[src/rtl/pipe_pkg.sv]
// Shared encodings for the pipeline hazard / forwarding / memory-wait controller.
package pipe_pkg;

  typedef enum logic [1:0] {
    FWD_REG = 2'b00,
    FWD_MEM = 2'b01,
    FWD_WB  = 2'b10
  } fwd_sel_t;

  typedef enum logic {
    RUN      = 1'b0,
    MEM_WAIT = 1'b1
  } mem_state_t;

  localparam logic MODE_STALL = 1'b0;
  localparam logic MODE_FWD   = 1'b1;

  // MEM result is younger than WB, so it wins when both match
  function automatic fwd_sel_t fwd_pick(input logic mem_hit, input logic wb_hit);
    if (mem_hit) return FWD_MEM;
    if (wb_hit)  return FWD_WB;
    return FWD_REG;
  endfunction

endpackage

[src/rtl/sat_counter.sv]
// Event counter that sticks at all-ones instead of wrapping.
module sat_counter #(
  parameter int unsigned W = 16
) (
  input  logic         clk,
  input  logic         rst,
  input  logic         inc,
  output logic [W-1:0] count
);

  logic [W-1:0] r_count;

  always_ff @(posedge clk) begin
    if (rst) begin
      r_count <= '0;
    end else if (inc && (r_count != {W{1'b1}})) begin
      r_count <= r_count + W'(1);
    end
  end

  assign count = r_count;

endmodule

[src/rtl/pipe_hazard_ctrl.sv]
// Hazard detection, EXE forwarding select, data-memory wait FSM and perf counters
// for the 5-stage pipeline; drives freeze/flush/bubble of the stage registers.
module pipe_hazard_ctrl
  import pipe_pkg::*;
#(
  parameter int unsigned REG_AW      = 4,
  parameter int unsigned CNT_W       = 16,
  parameter int unsigned MEM_TIMEOUT = 64
) (
  input  logic              clk,
  input  logic              rst,
  input  logic              mode,
  input  logic [REG_AW-1:0] id_src1,
  input  logic [REG_AW-1:0] id_src2,
  input  logic              id_two_src,
  input  logic [REG_AW-1:0] exe_dest,
  input  logic              exe_wb_en,
  input  logic              exe_mem_r_en,
  input  logic [REG_AW-1:0] exe_src1,
  input  logic [REG_AW-1:0] exe_src2,
  input  logic [REG_AW-1:0] mem_dest,
  input  logic              mem_wb_en,
  input  logic [REG_AW-1:0] wb_dest,
  input  logic              wb_wb_en,
  input  logic              mem_req,
  input  logic              mem_ready,
  input  logic              branch_taken,
  output logic              freeze_front,
  output logic              bubble_exe,
  output logic              flush,
  output logic              stall_all,
  output logic [1:0]        sel_src1,
  output logic [1:0]        sel_src2,
  output logic              mem_err,
  output logic [CNT_W-1:0]  stall_cnt,
  output logic [CNT_W-1:0]  flush_cnt,
  output logic [CNT_W-1:0]  wait_cnt_total
);

  localparam int unsigned WCNT_W = $clog2(MEM_TIMEOUT + 1);

  mem_state_t        r_state;
  mem_state_t        w_next_state;
  logic              w_stall_all;
  logic [WCNT_W-1:0] r_wait_cnt;
  logic              r_mem_err;

  logic w_s1_exe, w_s1_mem, w_s2_exe, w_s2_mem;
  logic w_haz;
  fwd_sel_t w_sel1, w_sel2;

  // Memory-wait state register
  always_ff @(posedge clk) begin
    if (rst) begin
      r_state <= RUN;
    end else begin
      r_state <= w_next_state;
    end
  end

  // Next state and the whole-pipeline stall; a same-cycle ready costs nothing
  always_comb begin
    w_next_state = r_state;
    w_stall_all  = 1'b0;
    case (r_state)
      RUN: begin
        if (mem_req && !mem_ready) begin
          w_next_state = MEM_WAIT;
          w_stall_all  = 1'b1;
        end
      end
      MEM_WAIT: begin
        if (mem_ready) begin
          w_next_state = RUN;
        end else begin
          w_stall_all = 1'b1;
        end
      end
      default: w_next_state = RUN;
    endcase
    if (rst) begin
      w_stall_all = 1'b0;
    end
  end

  // Consecutive-wait counter; error latches when the count reaches the timeout
  always_ff @(posedge clk) begin
    if (rst) begin
      r_wait_cnt <= '0;
      r_mem_err  <= 1'b0;
    end else if (w_stall_all) begin
      if (r_wait_cnt != WCNT_W'(MEM_TIMEOUT)) begin
        r_wait_cnt <= r_wait_cnt + WCNT_W'(1);
      end
      if (r_wait_cnt >= WCNT_W'(MEM_TIMEOUT - 1)) begin
        r_mem_err <= 1'b1;
      end
    end else begin
      r_wait_cnt <= '0;
    end
  end

  assign w_s1_exe = exe_wb_en && (id_src1 == exe_dest);
  assign w_s1_mem = mem_wb_en && (id_src1 == mem_dest);
  assign w_s2_exe = id_two_src && exe_wb_en && (id_src2 == exe_dest);
  assign w_s2_mem = id_two_src && mem_wb_en && (id_src2 == mem_dest);

  // With forwarding only a load in EXE cannot be bypassed in time
  always_comb begin
    w_haz = 1'b0;
    if (mode == MODE_FWD) begin
      w_haz = exe_mem_r_en && (w_s1_exe || w_s2_exe);
    end else begin
      w_haz = w_s1_exe || w_s1_mem || w_s2_exe || w_s2_mem;
    end
  end

  // Stage-register controls: memory stall, then branch flush, then hazard bubble
  always_comb begin
    freeze_front = 1'b0;
    bubble_exe   = 1'b0;
    flush        = 1'b0;
    if (!rst && !w_stall_all) begin
      if (branch_taken) begin
        flush = 1'b1;
      end else if (w_haz) begin
        freeze_front = 1'b1;
        bubble_exe   = 1'b1;
      end
    end
  end

  always_comb begin
    w_sel1 = FWD_REG;
    w_sel2 = FWD_REG;
    if (!rst && (mode == MODE_FWD)) begin
      w_sel1 = fwd_pick(mem_wb_en && (exe_src1 == mem_dest), wb_wb_en && (exe_src1 == wb_dest));
      w_sel2 = fwd_pick(mem_wb_en && (exe_src2 == mem_dest), wb_wb_en && (exe_src2 == wb_dest));
    end
  end

  assign sel_src1  = w_sel1;
  assign sel_src2  = w_sel2;
  assign stall_all = w_stall_all;
  assign mem_err   = r_mem_err;

  sat_counter #(.W(CNT_W)) u_stall_cnt (
    .clk   (clk),
    .rst   (rst),
    .inc   (freeze_front),
    .count (stall_cnt)
  );

  sat_counter #(.W(CNT_W)) u_flush_cnt (
    .clk   (clk),
    .rst   (rst),
    .inc   (flush),
    .count (flush_cnt)
  );

  sat_counter #(.W(CNT_W)) u_wait_cnt (
    .clk   (clk),
    .rst   (rst),
    .inc   (w_stall_all),
    .count (wait_cnt_total)
  );

endmodule
[config.mk]
export PLATFORM = sky130hd
export DESIGN_NAME = pipe_hazard_ctrl
export DESIGN_NICKNAME = d
export VERILOG_FILES = /design/src/rtl/pipe_pkg.sv /design/src/rtl/sat_counter.sv /design/src/rtl/pipe_hazard_ctrl.sv
export SDC_FILE = /design/constraint.sdc
export NUM_CORES = 1
export LEC_CHECK = 0
export BUFFER_PORTS_ARGS = -buffer_cell sky130_fd_sc_hd__buf_2
export CAP_MARGIN = 20
export CORE_ASPECT_RATIO = 1.75
export CORE_MARGIN = 3
export CORE_UTILIZATION = 45
export DETAILED_ROUTE_END_ITERATION = 8
export HOLD_SLACK_MARGIN = 0.08
export PLACE_DENSITY_LB_ADDON = 0.15
export SKIP_CTS_REPAIR_TIMING = 1
export SYNTH_ARGS = -nofsm -noshare
export SYNTH_HDL_FRONTEND = slang
export SYNTH_HIERARCHICAL = 1
export SYNTH_SLANG_ARGS = --single-unit
[constraint.sdc]
create_clock -name clk -period 5.7 [get_ports clk]
set_input_delay 1.71 -clock clk [delete_from_list [all_inputs] [get_ports clk]]
set_output_delay 1.71 -clock clk [all_outputs]
set_load 0.01 [all_outputs]
* After elaboration in Yosys (flattened, before gate mapping) *
Index checks and enable logic that the tools add are counted.
Widths: inputs -> output; s select.

operators by class
  add/subtract/negate cells = 4
  magnitude comparators = 1
  equality and inequality tests = 12
  multiplexer cells = 30
  bitwise gates (word level) = 2
  reductions and logical operators = 26

operator list
  operator               number
  $add 16x1->16 const B  3
  $ne 16x16->1 const B   3
  $eq 4x4->1             8
  $mux 2                 10
  $mux 1                 19
  $logic_and 1x1->1      17
  $add 7x1->7 const B    1
  $ge 7x6->1 const B     1
  $ne 7x7->1 const B     1
  $logic_or 1x1->1       4
  $logic_not 1->1        3
  $not 1->1              2
  $pmux 1 s2             1
  $reduce_and 2->1       1
  $reduce_or 2->1        1

word-level totals
  bits in registers = 57
  input bits = 39
  output and inout port bits = 57
  word-level logic and storage cells = 81

* Logic depth before layout (Yosys ltp) *
Gate-level depths: netlist of run 1.

  depth in word-level cells = 10
  gate-level depth with buffers = 9
  gate-level depth less buffers = 9

* Hierarchy *
Netlist of run 1, hierarchy kept.

modules (own cells, without submodules)
  module            times used  cells an instance  area an instance (µm²)  seq. area each (µm²)
  sat_counter       3           99                 848.3                   320.3
  pipe_hazard_ctrl  1           101                822.0                   180.2

* Least setup slack after synthesis of run 1 *
OpenSTA, ideal clock, no wires.

  path kind = input to output
  start = input port mem_dest[2]
  end = output port freeze_front
  arrival time = 3.213 ns
  path slack = 0.777 ns
  cell stages on the path = 6
  buffers on the path = 1
  cell sequence = xor2_1 > nor4_1 > a31oi_1 > o32a_1 > nor4_2 > buf_4

on the way
  longest elaborated chain between the ends = 9
  elaborated cells between the ends (all ways) = 11
  those cells by class = 2 x eq/ne; 4 x mux; 5 x reduce/logical

ends and longest elaborated chain
  item                           line                     source
  start: declaration             pipe_hazard_ctrl.sv:21   input logic [REG_AW-1:0] mem_dest,
  $eq 4x4->1                     pipe_hazard_ctrl.sv:104  assign w_s1_mem = mem_wb_en && (id_src1 == mem_dest);
  $logic_and 1x1->1              pipe_hazard_ctrl.sv:104
  $logic_or 1x1->1 (2 in a row)  pipe_hazard_ctrl.sv:114  w_haz = w_s1_exe || w_s1_mem || w_s2_exe || w_s2_mem;
  $logic_or 1x1->1 *             pipe_hazard_ctrl.sv:114
  $mux 1 *                       pipe_hazard_ctrl.sv:111  if (mode == MODE_FWD) begin
  $mux 1 * (3 in a row)          n/a
  end: declaration               pipe_hazard_ctrl.sv:28   output logic freeze_front,

Mark *: on every way between the ends. The rest lies on a longest branch, timed or not.

* Final worst setup path of run 1 *
  start = input port mem_dest[2]
  end = output port bubble_exe

on the way
  longest elaborated chain between the ends = 9
  elaborated cells between the ends (all ways) = 11
  those cells by class = 2 x eq/ne; 4 x mux; 5 x reduce/logical

ends and longest elaborated chain
  item                           line                     source
  $eq 4x4->1                     pipe_hazard_ctrl.sv:104
  $logic_and 1x1->1              pipe_hazard_ctrl.sv:104
  $logic_or 1x1->1 (2 in a row)  pipe_hazard_ctrl.sv:114
  $logic_or 1x1->1 *             pipe_hazard_ctrl.sv:114
  $mux 1 *                       pipe_hazard_ctrl.sv:111
  $mux 1 *                       pipe_hazard_ctrl.sv:126  end else if (w_haz) begin
  $mux 1 *                       pipe_hazard_ctrl.sv:124  if (branch_taken) begin
  $mux 1 *                       pipe_hazard_ctrl.sv:123  if (!rst && !w_stall_all) begin
  end: declaration               pipe_hazard_ctrl.sv:29   output logic bubble_exe,

Marked as above.

==> metrics.txt, run 1 <==
outcome=completed; pwr dens=228 mW/mm²; MaxCap Viol Count=0; min-delay src=mem_err$_SDFFE_PP0P_; Final period util=a little under nine tenths; Worst-Margin Slew=846 ps; top-area cell type share of the netlist area=33.9%; synth warn=6; hold path endpoint=mem_err$_SDFFE_PP0P_; Iteration-0 DRC Markers=between 150 and 200; Die W=71.4 µm; Syn Area/Cell=approximately 8.5 µm²; Max Clk Rate=slightly above 0.2 GHz; setup TNS=0 ps; Yosys reg bits=57; post-synthesis sequential area ratio=roughly a third; predominant post-synthesis flop cell=dfxtp_1; WHS=a little under 500 ps; die area=between 0.008 and 0.009 mm²; syn_nets=442; row count=41; vias in the first global route=slightly above 3000; Crit. End Element=output pin; CP Max Fanout=4; Netlist Area Pre-Place=0.00337 mm²; RSZ-0062 raised after global routing=false; ranking of synthesized cells by area=dfxtp_1, xor2_1, or4_1; Post-DRT Antenna Nets=0; Initial Util=46.5%; DRC errors left=0; setup ws final=approximately 780 ps; 1st-pass router iterations=4; Fin. Hold Viols=0; layout cells sized above 1=25.1%; cell with the most instances after synthesis=dfxtp_1; largest net degree at the start of global routing=34; die height=between 100 and 150 µm; ANT cells=0; first-pass GRT wire length=around 14000 µm; CTS max path bufs=2; Num Clock Sinks=57; WS Path Type=in -> out; post-synthesis async set-or-reset flop share=0%; VDD IR-drop max=about 180 µV; initial antenna violation count=0; post-place instance area=0.00392 mm²; IO Count=96; via/cell ratio=between 5 and 6; Yosys cell types=between 40 and 50; GPL Wtd Cong=approximately 0.85; pre-CTS WS=785 ps; CTS tree=yes; Max-slew headroom=roughly 43%; Reg2Reg Capture Point=u_wait_cnt/count[11]$_SDFFE_PP0P_; clk_lat worst skew=320 ps; Worst-path clk slew=approximately 50 ps; crit path DAT=3210 ps; Post-synth EDFFs=0; Post-Syn Instances=398; GRT overflow=0; final non-filler cell area=0.00419 mm²; Avg WL per Cell=14.7 µm; CTS root buf=clkbuf_16; via count=about 3400; CP startpoint kind=input port; Yosys top cell by area=dfxtp_1; hold path depth=2; Final Setup Violations=0; Worst R2R Path Depth=6; # port buffers=95; Syn-to-layout area delta=24.5%; Final #Nets=538; Worst EP required=3990 ps; routed wire length=8590 µm; final worst path period need=4920 ps; clock skew=between 3 and 4 ps; Clock H-tree levels=3; reg2reg setup slack=3470 ps; total CTS buffers=9; hpwl dp=6270 µm; reg2reg start=r_state$_DFF_P_; final slew viol count=0; Filler cells=655; Core ar.=0.00723 mm²; HP Class=reg -> reg; gr usage total=roughly 20%; Leak=0.00168 µW; commonest cells in the netlist=dfxtp_1, a21oi_1, nor2_1, xor2_1, nand3_1
==> worst max path at each step <==
stage,slack (ps),start,cells past startpoint,end
floorplan,780,mem_dest[2],6,freeze_front
global placement,860,mem_dest[2],7,bubble_exe
detailed placement,790,mem_dest[2],7,bubble_exe
CTS,780,mem_dest[2],7,bubble_exe
global route,680,mem_dest[2],7,freeze_front
finish,780,mem_dest[2],7,bubble_exe
==> placed cells by master (no fill, tap or decap), types with 4 or more instances in the layout <==
master,netlist,layout
buf_2,3,95
dfxtp_1,57,57
a21oi_1,31,31
nor2_1,30,30
xor2_1,28,28
nand3_1,24,24
or4_1,21,21
nand2_1,19,19
nor3_1,18,18
o31ai_1,18,18
xnor2_1,16,16
inv_1,15,15
o21ai_0,13,13
and4_1,11,11
or3_1,10,10
clkbuf_16,0,9
nand4_1,9,9
nor4_1,8,8
nor2b_1,6,6
nand3b_1,5,5
ha_1,5,5
and3_1,4,4
==> where the power goes <==
group / total, µW / internal (µW) / switching (µW)
Combinational: 65.2 / 28.7 / 36.5
Sequential: 404 / 401 / 2.47
Clock: 489 / 315 / 174
Total: 958 / 745 / 213
==> routing by layer <==
| layer | up-vias | wire [µm] | share of wire, % | track usage, % |
|---|---|---|---|---|
| li1 | 1691 | - | - | - |
| met1 | 1596 | 3560 | 41 | 23.1 |
| met2 | 99 | 4400 | 51 | 34.7 |
| met3 | 6 | 529 | 6.2 | 5.41 |
| met4 | 0 | 105 | 1.2 | 7.65 |
| met5 | - | 0 | 0 | 0 |
==> registers in the layout (all words and copies together), names as in the netlist <==
signal             count
u_wait_cnt/count      16
mem_err                1
r_wait_cnt             7
r_state                1
u_flush_cnt/count     16
u_stall_cnt/count     16
==> final cells by class <==
type                    count  area [µm²]  area share, %
multi-input cells         313        2110           50.4
flip-flops and latches     57        1140           27.2
repair buffers             98         498           11.9
clock buffers              13         260           6.21
well taps                  86         108           2.57
inverters                  15        56.3           1.34
clock inverters             3        15.0          0.358
==> kinds of logic after synthesis <==
kind of cell,after synthesis,synth area share (%)
AOI/OAI and AO/OA,77,14.0
xor gates and xnor gates,44,11.4
adders and majority gates,5,1.86
buffers and inverters,28,3.34
DFF,57,33.9
muxes,6,1.90
and+or+nand+nor,181,33.5
==> per-stage QoR <==
step,util (%),total power [µW],std cells
6_report,57.9,958,585
5_1_grt,57.9,996,585
4_1_cts,57.9,974,585
3_5_place_dp,54.1,477,569
3_3_place_gp,54.1,476,569
2_1_floorplan,-,445,398
==> critical path, cell delays in order <==
cell	delay, ps
buf_2	140
xor2_1	160
nor4_1	300
a31oi_1	70
o32a_1	310
nor4_2	300
buf_2	210
No activity file was read; power rests on OpenSTA's default activity.
==> run 2, diff against run 1 <==
- CORE_MARGIN: 3 -> 2
- HOLD_SLACK_MARGIN: 0.08 -> default
- clock period: 5.7 -> 6.1 ns (I/O delays scaled with it)
==> run 2 against run 1 <==
Compared with the run above:
- flip-flop and latch count unchanged
- critical path depth up 1
- first-iteration DRC count down 35%
- hold slack worse by 23 ps
- non-clock buffer count unchanged
- final area down 0.57%
- sequential share of layout area up 0.16 points
- via count about the same
- power down 9.0%
- clock power down 12%
- cell count down 0.51%
- clock skew up 3.4 ps
==> metrics.txt, run 2 (synthesis gave the netlist of run 1 again) <==
ANT cells=0 (unchanged); post-place instance area=0.00392 mm² (unchanged); Post-DRT Antenna Nets=0 (unchanged); CTS tree=yes; final slew viol count=0 (unchanged); CTS root buf=clkbuf_16; WL met2=4310 µm (-2.0%); Post-Place Cells=569 (unchanged); 1st-pass router iterations=4 (unchanged); Num Clock Sinks=57 (unchanged); slowest CP cell=nor4_1; DR top layer=met4; vias in the first global route=3101 (+0.16%); final worst path period need=slightly above 5000 ps; switching pwr=192 µW (-9.8%); Final period util=83.3%; sequential share of power=43.4% (+1.2 points); Core ar.=0.00723 mm² (unchanged); Cell Int Power=679 µW (-8.8%); Final Total Pwr=871 µW (-9.0%); Die W=69.4 µm (-2.8%); layout cells sized above 1=24.6% (-0.45 points); die area=0.00822 mm² (-4.4%); Final Non-Filler Cells=582 (-0.51%); Most common cell on crit path=buf_2; row count=41 (unchanged); via/cell ratio=5.82 (+0.43%); RSZ-0062 raised after global routing=false; clock skew=6.38 ps (+3.37 ps); Worst-Margin Slew=825 ps (-20.9 ps); CP startpoint kind=input port; Clk pwr share=49.6% (-1.4 points); Final Setup Violations=0 (unchanged); pwr dens=209 mW/mm² (-8.5%); Max Clk Rate=0.197 GHz; Iteration-0 DRC Markers=126 (-35%); Initial Util=46.5% (unchanged); Crit. End Element=output pin; setup TNS=0 ps (unchanged); Worst-path clk slew=50 ps (about the same); VDD IR-drop max=220 µV (+22%); initial antenna violation count=0 (unchanged); metal3 WL=489 µm (-7.6%); Combinational Power Share=7.0% (+0.2 points); leading cell type in the layout, fill and taps excluded=buf_2; DRC errors left=0 (unchanged); largest net degree at the start of global routing=36 (+5.9%); highest-count cells in the layout ignoring fill and taps=buf_2, dfxtp_1, a21oi_1; Filler cells=681 (+4.0%); CP Max Fanout=9 (+5); gr usage total=20.7% (+0.61 points); Worst EP required=4270 ps (+280 ps); CP peak stage delay=300 ps (about the same); die height=118 µm (-1.7%); IO Count=96 (unchanged); total CTS buffers=9 (unchanged); Leak=0.00167 µW (-0.89%); Buf/Inv on CP=3 (+1); CTS max path bufs=2 (unchanged); via count=3389 (-0.088%); Final #Nets=538 (unchanged); Max-slew headroom=44.6% (+1.4 points); metal1 wirelength=3500 µm (-1.6%); GPL Wtd Cong=0.881 (+3.7%); Clock H-tree levels=3 (unchanged); # port buffers=95 (unchanged); Fin. Hold Viols=0 (unchanged); first-pass GRT wire length=14100 µm (+0.64%); crit path DAT=3250 ps (+40 ps); MaxCap Viol Count=0 (unchanged); clk_lat worst skew=320 ps (about the same); CP Cell Sequence=buf_2 > xor2_1 > nor4_1 > a31oi_1 > o32a_1 > nor4_2 > buf_4 > buf_2; hpwl dp=6150 µm (-2.0%); critical path's top delay family=buffers and inverters; Syn-to-layout area delta=23.8%; WS Path Type=in -> out; GRT overflow=0 (unchanged); HP Class=reg -> reg; Avg WL per Cell=14.5 µm (-1.1%); final non-filler cell area=0.00417 mm² (-0.57%); Net Sw Frac=22.0% (-0.18 points); outcome=completed; routed wire length=8450 µm (-1.6%)
[run 2: worst paths after layout]
path | startpoint | end | slack, ps | cells after the start
min | mem_err$_SDFFE_PP0P_ | mem_err$_SDFFE_PP0P_ | 470 | 2
max | mem_dest[2] | bubble_exe | 1020 | 8
max reg2reg | r_state$_DFF_P_ | u_wait_cnt/count[11]$_SDFFE_PP0P_ | 3870 | 6
min reg2reg | mem_err$_SDFFE_PP0P_ | mem_err$_SDFFE_PP0P_ | 470 | 2
[run 2: metal layers]
metal,global-route usage [%],vias up
li1,-,1687
met3,4.77,11
met1,23.8,1595
met5,0,-
met4,8.21,0
met2,36.4,96
[run 2: worst min-delay path, delay by kind of cell, from the launching register on]
kind	cells	cell delay (ps)
AOI/OAI and AO/OA	1	70
buffers and inverters	1	50
DFF	1	300
[run 2: power groups by stage]
stage	clock, µW	sequential, µW	combinational [µW]
2_1_floorplan	0	385	31.0
3_3_place_gp	0	385	60.0
3_5_place_dp	0	385	60.9
4_1_cts	447	378	61.4
5_1_grt	457	377	68.0
6_report	432	378	60.8
[run 2: cell type report]
type | count | area [µm²] | area share (%)
Sequential cell | 57 | 1140 | 27.4
Tap cell | 86 | 108 | 2.58
Timing Repair Buffer | 98 | 498 | 11.9
Clock inverter | 1 | 5.00 | 0.120
Multi-Input combinational cell | 313 | 2110 | 50.7
Clock buffer | 12 | 246 | 5.91
Inverter | 15 | 56.3 | 1.35
[run 2: per-stage QoR]
stage	hold WS, ps	utilization [%]	setup WS (ps)
3_3_place_gp	459	54.1	1060
5_1_grt	488	57.6	900
4_1_cts	469	57.6	1010
3_5_place_dp	462	54.1	1010
2_1_floorplan	493	-	937
6_report	469	57.6	1020
